<file path="src/rtl/multiplier_pkg.sv">
// Shared constants for the pipelined unsigned multiplier: default operand
// width, derived half/product widths and the pipeline depth.
package multiplier_pkg;

   localparam int unsigned WIDTH_DEF = 16;
   localparam int unsigned HALF      = WIDTH_DEF / 2;
   localparam int unsigned PROD_W    = 2 * WIDTH_DEF;
   localparam int unsigned LATENCY   = 2;

   // Zero-extend a WIDTH_DEF-bit partial product and place it at bit offset sh.
   function automatic logic [PROD_W-1:0] place_pp(input logic [WIDTH_DEF-1:0] pp,
                                                  input int unsigned sh);
      logic [PROD_W-1:0] ext_s;
      ext_s    = '0;
      ext_s    = {{WIDTH_DEF{1'b0}}, pp};
      place_pp = ext_s << sh;
   endfunction

endpackage

</file>
<file path="src/rtl/multiplier_mul_half.sv">
// Unsigned W x W combinational multiplier producing a full 2*W-bit product;
// the top builds its wide product from four of these.
module mul_half
   import multiplier_pkg::*;
#(
   parameter int unsigned W = HALF
) (
   input  logic [W-1:0]   a,
   input  logic [W-1:0]   b,
   output logic [2*W-1:0] p
);

   logic [2*W-1:0] a_ext_s;
   logic [2*W-1:0] b_ext_s;

   assign a_ext_s = {{W{1'b0}}, a};
   assign b_ext_s = {{W{1'b0}}, b};
   assign p       = a_ext_s * b_ext_s;

endmodule

</file>
<file path="src/rtl/multiplier.sv">
// Two-stage pipelined unsigned multiplier: stage 1 registers four half-width
// partial products, stage 2 registers their shifted sum. One pair per cycle.
module multiplier
   import multiplier_pkg::*;
#(
   parameter int unsigned WIDTH = WIDTH_DEF
) (
   input  logic               clk,
   input  logic               rst_n,
   input  logic               in_valid,
   input  logic [WIDTH-1:0]   a,
   input  logic [WIDTH-1:0]   b,
   output logic [2*WIDTH-1:0] result,
   output logic               out_valid
);

   localparam int unsigned HW = WIDTH / 2;
   localparam int unsigned PW = 2 * WIDTH;

   logic [HW-1:0]    a_lo_s, a_hi_s, b_lo_s, b_hi_s;
   logic [WIDTH-1:0] pp_ll_s, pp_lh_s, pp_hl_s, pp_hh_s;
   logic [WIDTH-1:0] pp_ll_r, pp_lh_r, pp_hl_r, pp_hh_r;
   logic [LATENCY-1:0] vld_r;
   logic [PW-1:0]    sum_s;
   logic [PW-1:0]    result_r;

   assign a_lo_s = a[HW-1:0];
   assign a_hi_s = a[WIDTH-1:HW];
   assign b_lo_s = b[HW-1:0];
   assign b_hi_s = b[WIDTH-1:HW];

   mul_half #(.W(HW)) u_mul_ll (.a(a_lo_s), .b(b_lo_s), .p(pp_ll_s));
   mul_half #(.W(HW)) u_mul_lh (.a(a_lo_s), .b(b_hi_s), .p(pp_lh_s));
   mul_half #(.W(HW)) u_mul_hl (.a(a_hi_s), .b(b_lo_s), .p(pp_hl_s));
   mul_half #(.W(HW)) u_mul_hh (.a(a_hi_s), .b(b_hi_s), .p(pp_hh_s));

   // Stage 1: capture partial products of an accepted pair and shift the valid pipe.
   always_ff @(posedge clk) begin
      if (!rst_n) begin
         pp_ll_r <= '0;
         pp_lh_r <= '0;
         pp_hl_r <= '0;
         pp_hh_r <= '0;
         vld_r   <= '0;
      end else begin
         vld_r <= {vld_r[LATENCY-2:0], in_valid};
         if (in_valid) begin
            pp_ll_r <= pp_ll_s;
            pp_lh_r <= pp_lh_s;
            pp_hl_r <= pp_hl_s;
            pp_hh_r <= pp_hh_s;
         end else begin
            pp_ll_r <= pp_ll_r;
            pp_lh_r <= pp_lh_r;
            pp_hl_r <= pp_hl_r;
            pp_hh_r <= pp_hh_r;
         end
      end
   end

   // Align and add the four partial products (cross terms share the HW offset).
   always_comb begin
      sum_s = '0;
      sum_s = PW'(place_pp(WIDTH_DEF'(pp_ll_r), 0))
            + PW'(place_pp(WIDTH_DEF'(pp_lh_r), HW))
            + PW'(place_pp(WIDTH_DEF'(pp_hl_r), HW))
            + PW'(place_pp(WIDTH_DEF'(pp_hh_r), WIDTH));
   end

   // Stage 2: result only moves for a valid pair, so it holds across bubbles.
   always_ff @(posedge clk) begin
      if (!rst_n) begin
         result_r <= '0;
      end else if (vld_r[0]) begin
         result_r <= sum_s;
      end else begin
         result_r <= result_r;
      end
   end

   assign result    = result_r;
   assign out_valid = vld_r[LATENCY-1];

endmodule

</file>
<file path="config.mk">
export PLATFORM = sky130hd
export DESIGN_NAME = multiplier
export DESIGN_NICKNAME = d
export VERILOG_FILES = /design/src/rtl/multiplier_pkg.sv /design/src/rtl/multiplier_mul_half.sv /design/src/rtl/multiplier.sv
export SDC_FILE = /design/constraint.sdc
export NUM_CORES = 1
export LEC_CHECK = 0
export BUFFER_PORTS_ARGS = -buffer_cell sky130_fd_sc_hd__buf_2
export CORE_ASPECT_RATIO = 0.7
export CORE_UTILIZATION = 60
export DETAILED_ROUTE_END_ITERATION = 10
export MAX_ROUTING_LAYER = met4
export PLACE_DENSITY = 0.88
export SYNTH_ARGS = -nofsm -noshare
export SYNTH_HDL_FRONTEND = slang
export SYNTH_SLANG_ARGS = --single-unit
</file>
<file path="constraint.sdc">
create_clock -name clk -period 5.9 [get_ports clk]
set_clock_uncertainty 0.15 [all_clocks]
set_input_delay 1.18 -clock clk [delete_from_list [all_inputs] [get_ports clk]]
set_output_delay 1.18 -clock clk [all_outputs]
set_load 0.02 [all_outputs]
</file>
Word-level counts from Yosys, hierarchy flattened
Cells that the tools add are included.

word-level totals
  register bits after elaboration = 98

operators by class
  $add $sub $neg = 3
  multiply operators = 4

operators with widths
  kind              count
  $mul A8 B8 Y16    4
  $add A26 B32 Y32  1
  $add A25 B24 Y26  1
  $add A16 B24 Y25  1

Longest topological paths before layout
  depth after elaboration = 3
  depth in mapped cells = 18
  gate-level depth less buffers = 17

Hierarchy
Synthesis repeated with hierarchy kept, for this count alone.

second synthesis, totals
  cell total of the unflattened synthesis = 1,458
  area, all modules = 13,210.2 µm²

by module, submodules not included
  module                   instances  cells an instance  area each (µm²)  seq. area each (µm²)
  mul_half (u_mul_hh ...)  3          243                2,114.5          0.0
  multiplier               1          486                4,732.0          1,961.9
  mul_half (u_mul_ll)      1          243                2,134.5          0.0

Worst setup path before layout
Ideal clock, no wire load.

  kind = input -> register
  from = input port a[13]
  to = register pp_hh_r[15]
  setup time = 0.079 ns
  data arrival time = 5.196 ns
  data required time = 5.671 ns
  setup slack = 0.475 ns
  cell stages on the path = 17
  buffers on the path = 1
  path through = clkbuf_1 -> nand2_1 -> fa_1 -> fa_1 -> inv_1 -> fa_1 -> inv_1 -> fa_1 -> inv_1 -> ha_1 -> o21ai_2 -> a21oi_2 -> o31a_1 -> o41a_1 -> a311oi_2 -> xnor2_1 -> a211oi_2

on the way
  word-level cells in the longest chain between the ends = 1

ends and longest elaborated chain
  what                    line                       source
  start: declaration      multiplier.sv:11           input logic [WIDTH-1:0] a,
  $mul A8 B8 Y16          multiplier_mul_half.sv:18  assign p = a_ext_s * b_ext_s;
  end signal: assignment  multiplier.sv:51           pp_hh_r <= pp_hh_s;
  end signal: assignment  multiplier.sv:56           pp_hh_r <= pp_hh_r;
  end: declaration        multiplier.sv:22           logic [WIDTH-1:0] pp_ll_r, pp_lh_r, pp_hl_r, pp_hh_r;

Every way passes these cells.
A chain may end at the register's enable or synchronous reset.

Final worst setup path
  from = input port b[6]
  to = register pp_hl_r[15]

on the way
  word-level cells in the longest chain between the ends = 1

ends and longest elaborated chain
  what                    line                       source
  start: declaration      multiplier.sv:12           input logic [WIDTH-1:0] b,
  $mul A8 B8 Y16          multiplier_mul_half.sv:18
  end signal: assignment  multiplier.sv:50           pp_hl_r <= pp_hl_s;
  end signal: assignment  multiplier.sv:55           pp_hl_r <= pp_hl_r;
  end: declaration        multiplier.sv:22

Every way passes these cells.

==> qor.yml <==
outcome: "finished clean"
grt_overflow_total: 0
syn-cell-area_sq_mm: 0.01293
drive_above_1_share_pct: 7.219
worst_skew_pair.late_latency_ps: 340
io_buffers: 67
crit_path_start_kind: "input port"
cts_tree: "done"
total_power_mw: 4.631
cts_buffer_depth: 2
tns_ps: 0
dieArea_sq_mm: 0.02216
grt_first_pass_wirelength_mm: 48.67
synth_top_cell_by_area: "fa_1"
cts_setup_buffers: 0
finalCriticalPeriod_ps: 5414
first_pass_iters: 5
syn_nets: 1816
hp-class: "reg -> reg"
cts_sinks: 98
synthArstFlopShare_pct: 0
slew_viol_final: 0
worst_pin_slew_ps: 1009
htree_levels: 3
grt_max_degree: 77
grt_pass1_vias: 10290
die_width_um: 177.5
timing.max_cap.violations: 0
n_antenna_cell: 0
worstSetupPathType: "in -> reg"
yosysWarnings: 0
cts_hold_buf: 0
slew_headroom_pct: 32.73
p_leak_nw: 6.958
wire_per_inst_um: 16.69
synth_flop_cell: "dfxtp_1"
gp_congestion: 0.9411
synth-seq-cells: 98
syn_inst: 1460
drc: 0
vias_per_cell: 5.664
ir_worst_vdd_uv: 204.3
dpl_cell_area_sq_mm: 0.01351
wl_mm: 29.57
fin_area_sq_mm: 0.01386
hold_violations: 0
die_height_um: 124.8
synth_cell_types: 58
crit_fanout: 16
powerDensity_mw_per_mm2: 334.1
antenna_found_initial: 0
boundaryPins: 68
setup_viol: 0
drt_iter0_drc: 624
timing.final.crit_share_pct: 91.77
ys_top_cells_by_area: "fa_1 25%, ha_1 15%, dfxtp_1 15%"
ant_nets: 0
end_kind: "register"
coreArea_sq_mm: 0.02092
cts_buffers: 9
areaGrowthSynthToFinish_pct: 7.148
synth_edf_count: 0
fmax_mhz: 184.7
cts.reportedPaths.clkPinSlew_ps: 70
seq_area_frac_synth_pct: 15.17
clock-root-buffer: "clkbuf_16"
hpwl_mm: 23.71
vias: 10040
syn_avg_cell_area_sq_um: 8.860
synthDominantCellAreaShare_pct: 24.92
grt_usage_pct: 28.42
final_cell_mix: "222 x inv_1, 201 x and2_1, 161 x fa_1"
critical_path_required_ps: 6010
worst_hold_slack_ps: 325.1
final_common_cell: "inv_1"
row_count: 44
cts_resized: 0
cp.arrival_ps: 5520
grt_setup_unrepaired: "false"
initial_utilization_pct: 61.83
fin_nets: 1849
[state kept, by name (all words and copies together), names as in the netlist]
signal / count
result: 32
pp_hl_r: 16
vld_r: 2
pp_ll_r: 16
pp_lh_r: 16
pp_hh_r: 16
[metrics by stage]
step / worst slack [ps] / utilization [%] / cells
after CTS: 513.0 / 66.25 / 1772
after global routing: 292.0 / 66.25 / 1772
final: 485.6 / 66.25 / 1772
after detailed placement: 158.2 / 64.56 / 1758
after floorplan: 474.8 / - / 1460
after global placement: 259.9 / 64.56 / 1758
[cell type report]
class,instances,area [sq um]
clock buffer,9,225.2
clock inverter,5,128.9
fill,1675,7061
inverter,223,837.1
multi-input combinational,1079,9911
sequential,98,1962
tap,276,345.3
timing repair buffer,82,450.4
[Yosys cell counts (all sizes together) (10+ instances only)]
cell	number
ha	160
xnor2	30
xor2	25
nand2b	19
nand2	88
fa	161
dfxtp	98
a21oi	38
inv	223
nand3	14
nor2b	10
nor3	10
clkbuf	58
a211oi	22
and2	201
mux2i	56
nor2	104
o21ai	51
[final timing paths]
check	to	depth (start not counted)	slack [ps]	start
worst max-delay path	pp_hl_r[15]	16	490	b[6]
worst min-delay path	result[10]	2	330	result[10]
worst max register to register	result[31]	13	2250	pp_ll_r[8]
worst min register to register	result[10]	2	330	result[10]
[layer usage]
metal | track usage (%) | part of all wire [%] | up-vias
li1 | - | - | 4743
met2 | 47.13 | 49 | 281
met4 | 6.184 | 1.9 | 0
met5 | - | 0 | -
met1 | 36.45 | 43 | 4962
met3 | 4.579 | 6.2 | 50
[power breakdown]
part / internal [mW] / switching, mW / leakage (nW)
Clock: 0.453 / 0.250 / 0.172
Sequential: 0.810 / 0.123 / 0.805
Combinational: 1.28 / 1.71 / 5.98
Total: 2.55 / 2.08 / 6.96
[cell families (layout without fill, tap and decap cells)]
kind of cell | count (synthesis) | in the layout | synth area share [%]
AO/OA/AOI/OAI | 182 | 182 | 9.441
XOR/XNOR | 55 | 55 | 3.724
adder cells (fa/ha/maj) | 321 | 321 | 40.39
buffers and inverters | 283 | 319 | 8.212
flip-flops | 98 | 98 | 15.17
multiplexers | 59 | 59 | 4.595
AND/OR/NAND/NOR | 462 | 462 | 18.47
[worst max-delay path: stages]
cell and delay, ps:
buf_2 300, nand2_1 130, fa_1 500, fa_1 550
inv_1 60, fa_1 540, inv_1 60, fa_1 530
inv_1 40, ha_1 310, o21ai_0 160, a31oi_1 80
o41ai_2 370, o21ai_1 170, a2111o_1 440, o211ai_1 100
Power figures use the tool's default switching activity.
